## src/rtl/disp_sel_controller.sv

```systemverilog
// Display-mode sequencer and 4-digit seven-segment scanner.
// Steps dispSel from a debounced button or an auto-rotate timer, and
// multiplexes the returned 16-bit disp_data onto four active-low digits.
module disp_sel_controller #(
    parameter logic [19:0] DEBOUNCE_CYCLES = 20'd1_000_000,
    parameter logic [16:0] SCAN_CYCLES     = 17'd100_000,
    parameter logic [27:0] AUTO_CYCLES     = 28'd100_000_000
) (
    input  logic        clk,
    input  logic        reset,
    input  logic        btn,
    input  logic        auto_en,
    input  logic [15:0] disp_data,
    output logic [1:0]  dispSel,
    output logic [3:0]  an,
    output logic [7:0]  seg
);

    // Active-low g..a shapes for hex digits, lowercase b and d.
    function automatic logic [6:0] hex7(input logic [3:0] n);
        case (n)
            4'h0: hex7 = 7'h40;  4'h1: hex7 = 7'h79;
            4'h2: hex7 = 7'h24;  4'h3: hex7 = 7'h30;
            4'h4: hex7 = 7'h19;  4'h5: hex7 = 7'h12;
            4'h6: hex7 = 7'h02;  4'h7: hex7 = 7'h78;
            4'h8: hex7 = 7'h00;  4'h9: hex7 = 7'h10;
            4'hA: hex7 = 7'h08;  4'hB: hex7 = 7'h03;
            4'hC: hex7 = 7'h46;  4'hD: hex7 = 7'h21;
            4'hE: hex7 = 7'h06;  default: hex7 = 7'h0E;
        endcase
    endfunction

    logic        sync1_q, sync2_q, acc_q, acc_d;
    logic [19:0] db_cnt_q, db_cnt_d;
    logic        step_btn_q, step_btn_d;
    logic [27:0] auto_cnt_q, auto_cnt_d;
    logic        step_auto_q, step_auto_d;
    logic [1:0]  sel_q, sel_d;
    logic [16:0] scan_cnt_q, scan_cnt_d;
    logic [1:0]  idx_q, idx_d;
    logic        blank_q, blank_d;
    logic [3:0]  an_q, an_d;
    logic [7:0]  seg_q, seg_d;
    logic        step;
    logic [3:0]  nib;

    // Debounce: count while the synced level disagrees with the accepted one;
    // the accept event that raises the level is the button step.
    always_comb begin
        acc_d      = acc_q;
        db_cnt_d   = 20'd0;
        step_btn_d = 1'b0;
        if (sync2_q != acc_q) begin
            if (db_cnt_q == DEBOUNCE_CYCLES - 20'd1) begin
                acc_d      = sync2_q;
                step_btn_d = sync2_q;
            end else begin
                db_cnt_d = db_cnt_q + 20'd1;
            end
        end
    end

    // Auto-rotate timer; a button accept restarts it so the next auto step
    // is a full period after the press.
    always_comb begin
        auto_cnt_d  = 28'd0;
        step_auto_d = 1'b0;
        if (auto_en) begin
            step_auto_d = (auto_cnt_q == AUTO_CYCLES - 28'd1);
            if (!step_btn_d && !step_auto_d)
                auto_cnt_d = auto_cnt_q + 28'd1;
        end
    end

    // Mode register plus scan slot / blanking sequencing.
    always_comb begin
        step       = step_btn_q | step_auto_q;
        sel_d      = step ? sel_q + 2'd1 : sel_q;
        scan_cnt_d = scan_cnt_q + 17'd1;
        idx_d      = idx_q;
        blank_d    = blank_q;
        if (step) begin
            scan_cnt_d = 17'd0;
            idx_d      = 2'd0;
            blank_d    = 1'b1;
        end else if (scan_cnt_q == SCAN_CYCLES - 17'd1) begin
            scan_cnt_d = 17'd0;
            // The blank slot consumes one wrap without advancing the digit.
            if (blank_q) blank_d = 1'b0;
            else         idx_d   = idx_q + 2'd1;
        end
    end

    // Registered digit enable and segment pattern for the current index.
    always_comb begin
        nib   = disp_data[{idx_q, 2'b00} +: 4];
        an_d  = blank_q ? 4'b1111 : ~(4'b0001 << idx_q);
        seg_d = {(idx_q != 2'd2), hex7(nib)};
    end

    // All state, synchronous active-high reset.
    always_ff @(posedge clk) begin
        if (reset) begin
            sync1_q     <= 1'b0;
            sync2_q     <= 1'b0;
            acc_q       <= 1'b0;
            db_cnt_q    <= 20'd0;
            step_btn_q  <= 1'b0;
            auto_cnt_q  <= 28'd0;
            step_auto_q <= 1'b0;
            sel_q       <= 2'd0;
            scan_cnt_q  <= 17'd0;
            idx_q       <= 2'd0;
            blank_q     <= 1'b0;
            an_q        <= 4'b1111;
            seg_q       <= 8'hFF;
        end else begin
            sync1_q     <= btn;
            sync2_q     <= sync1_q;
            acc_q       <= acc_d;
            db_cnt_q    <= db_cnt_d;
            step_btn_q  <= step_btn_d;
            auto_cnt_q  <= auto_cnt_d;
            step_auto_q <= step_auto_d;
            sel_q       <= sel_d;
            scan_cnt_q  <= scan_cnt_d;
            idx_q       <= idx_d;
            blank_q     <= blank_d;
            an_q        <= an_d;
            seg_q       <= seg_d;
        end
    end

    assign dispSel = sel_q;
    assign an      = an_q;
    assign seg     = seg_q;

endmodule

```

## config.mk

```make
export PLATFORM = sky130hd
export DESIGN_NAME = disp_sel_controller
export DESIGN_NICKNAME = d
export VERILOG_FILES = /design/src/rtl/disp_sel_controller.sv
export SDC_FILE = /design/constraint.sdc
export NUM_CORES = 1
export LEC_CHECK = 0
export ABC_CLOCK_PERIOD_IN_PS = 2350
export CAP_MARGIN = 20
export CELL_PAD_IN_SITES_DETAIL_PLACEMENT = 0
export CELL_PAD_IN_SITES_GLOBAL_PLACEMENT = 1
export CORE_UTILIZATION = 46
export CTS_BUF_LIST = sky130_fd_sc_hd__clkbuf_8
export DETAILED_ROUTE_END_ITERATION = 10
export GPL_TIMING_DRIVEN = 0
export PLACE_DENSITY = 0.88
export SLEW_MARGIN = 5
export SYNTH_ARGS = -nofsm -noshare
export SYNTH_HDL_FRONTEND = slang
export SYNTH_SLANG_ARGS = --single-unit
```

## constraint.sdc

```tcl
create_clock -name clk -period 2.35 [get_ports clk]
set_input_delay 0.47 -clock clk [delete_from_list [all_inputs] [get_ports clk]]
set_output_delay 0.47 -clock clk [all_outputs]
set_load 0.01 [all_outputs]
```

==> results.toml <==
[synthesis]
ys_warn_count = 0
synth_top_area_share = 0.437
synthCells = 447
synthesis.area_per_instance_um2 = 8.91
yosys-top-cells-area = "dfxtp_1 44%, xor2_1 7.9%, nor2_1 7.5%"
netlist_area_mm2 = 0.00398
synth_cell_types = 50
yosysTopAreaCell = "dfxtp_1"
ys_ff_latch = 87
ys_seq_area_frac = 0.437
syn_nets = 480

[pwr]
ir_drop_mv = 0.422
power.leakage_nw = 1.64
power_density_mw_per_mm2 = 589
power_mw = 2.73

[placement]
dp_cells = 584
place.port_buffers = 32
gp_congestion = 0.792
post_dp_cell_area_mm2 = 0.00443
pre_cts_ws_ns = -0.0147
hpwl_mm = 5.62

[drt]
remaining_drc_errors = 0
route.vias.total = 3153
antenna_left = 0
drtIter0Drc = 96
dr.pass1.iters = 4
post_drt_wl_per_cell_um = 12.9
viasPerCell = 5.26
finalWirelength_mm = 7.73

[clock_network]
ctsHtreeMaxLevel = 3
cts_hold_buf = 0
cts_buffer_depth = 2
cts_setup_buffers = 0
cts_num_sinks = 87
path_clk_slew_ns = 0.09
cts_tree = "built"
clock_latency_ns = 0.35
cts_buffers = 9
ctsResizeCount = 0
root_buffer = "clkbuf_8"

[layout]
finalNonFillerCells = 600
final_area_mm2 = 0.00464
drive_above_1_share = 0.0667
fin_nets = 523
layout_commonest_cell = "dfxtp_1"
final_cell_mix = "87 x dfxtp_1, 80 x nor2_1, 36 x xor2_1, 33 x nand3_1, 32 x clkdlybuf4s50_1"
antenna_cells = 0
area_growth_pct = 16.6
utilization = 0.559

[worst_setup_path]
end_kind = "register"
crit_arrival_ns = 2.34
cp_top_family = "simple AND/OR/NAND/NOR gates"
cp-start-kind = "register"
critPathBufInv = 1
slowest_delay_ns = 0.46
crit_type = "reg2reg"
worstPathCellList = "ha_1 -> nand3_1 -> nor4_2 -> a41o_1 -> o21bai_4 -> buf_6 -> nor2_1"
cp_max_fo = 10
required_ns = 2.59
crit_slowest_cell = "nor4_2"

[global_route]
grt_pass1_wl_mm = 13.4
antenna_found_initial = 0
gr-total-overflow = 0
grtUsageTotal = 0.189
grt_pass1_vias = 2974
grt_max_degree = 14

[floorplan]
dieHeight_um = 95.0
io_pins = 34
start_util = 0.480
num_rows = 33
core_mm2 = 0.00830
die_x_um = 95.0
die_area_mm2 = 0.00903

[sta]
relSlewSlack = 0.463
worst_slack_ns = 0.249
tightest_slew_ns = 0.798
max_freq_mhz = 476
setup_tns_ns = 0
period_needed_ns = 2.10
finClkSkew_ns = 0.0118
slew_viol_final = 0
setup_violations = 0
finalHoldViolations = 0
post-route-period-util = 0.894
rsz0062_at_grt = "no"
worst_hold_slack_ns = 0.449

[hold_path]
hp-class = "reg2reg"

[outcome]
status = "finished, final reports clean"

[run]
drv_cap = 0
## worst register-to-register path, delay by kind of cell (launching register included)
| kind | cells | cell delay [ns] |
|---|---|---|
| and+or+nand+nor | 3 | 0.68 |
| AOI/OAI and AO/OA | 2 | 0.55 |
| DFF | 1 | 0.38 |
| adders and majority gates | 1 | 0.21 |
| buffers and inverters | 1 | 0.18 |
## cell type report
cell class                 instances  area (µm²)
fill                             776        3660
tap                              105         131
timing repair buffer              32         320
multi-input combinational        335        2130
inverter                          11        41.3
buffer                            14        71.3
clock buffer                      12         165
sequential                        87        1740
clock inverter                     4        43.8
## Yosys cell counts, drive strengths merged
cell     n
or3      6
o21ai    6
and2     5
inv     11
buf      9
or2      3
xor2    36
dfxtp   87
nand3b   2
a41o     1
or4      4
a211oi   1
nand3   33
nor2    80
a41oi    1
or4bb    1
clkbuf   5
xnor2   17
nand2b   6
nor3     8
a311o    1
a221o    1
nor2b    4
ha      13
nand2   31
a31oi    3
a311oi   2
nand4b   1
a21oi   15
o211ai   1
mux4     4
o21bai   2
and4     5
or3b     1
nor4     7
nor4b    5
and3    10
o22ai    1
mux2     1
nor3b    3
nand4   11
mux2i    3
## report_power, final
part | internal (mW) | leakage (nW) | switching (mW)
sequential | 1.49 | 0.705 | 0.0100
clock | 0.572 | 0.114 | 0.513
combinational | 0.0804 | 0.817 | 0.0671
total | 2.14 | 1.64 | 0.590
## layer usage
| metal | global-route usage | routed length (µm) | vias to the layer above |
|---|---|---|---|
| met5 | 0 | 0 | - |
| met2 | 0.322 | 3720 | 40 |
| met4 | 0.0619 | 101 | 0 |
| li1 | - | - | 1627 |
| met1 | 0.230 | 3690 | 1478 |
| met3 | 0.0518 | 216 | 8 |
## final timing paths
check	startpoint	end	cells after the start	slack (ns)
max	db_cnt_q[0]	auto_cnt_q[21]	7	0.25
min reg2reg	sync1_q	sync2_q	1	0.45
max reg2reg	db_cnt_q[0]	auto_cnt_q[21]	7	0.25
min	sync1_q	sync2_q	1	0.45
## state kept, by name (all words and copies together), names as in the netlist
signal / flops
step_auto_q: 1
dispSel: 2
idx_q: 2
acc_q: 1
step_btn_q: 1
sync2_q: 1
blank_q: 1
auto_cnt_q: 28
sync1_q: 1
seg: 8
db_cnt_q: 20
scan_cnt_q: 17
an: 4
## kinds of logic (layout without fill, tap and decap cells)
logic type,after synthesis,count (layout),share of synthesized area
compound gates,35,35,0.0572
mux,8,8,0.0330
buf+inv,25,73,0.0283
xor+xnor,53,53,0.117
fa+ha+maj,13,13,0.0409
simple gates,226,226,0.287
flops,87,87,0.437
Note: power is estimated with default switching activity, not from simulation.
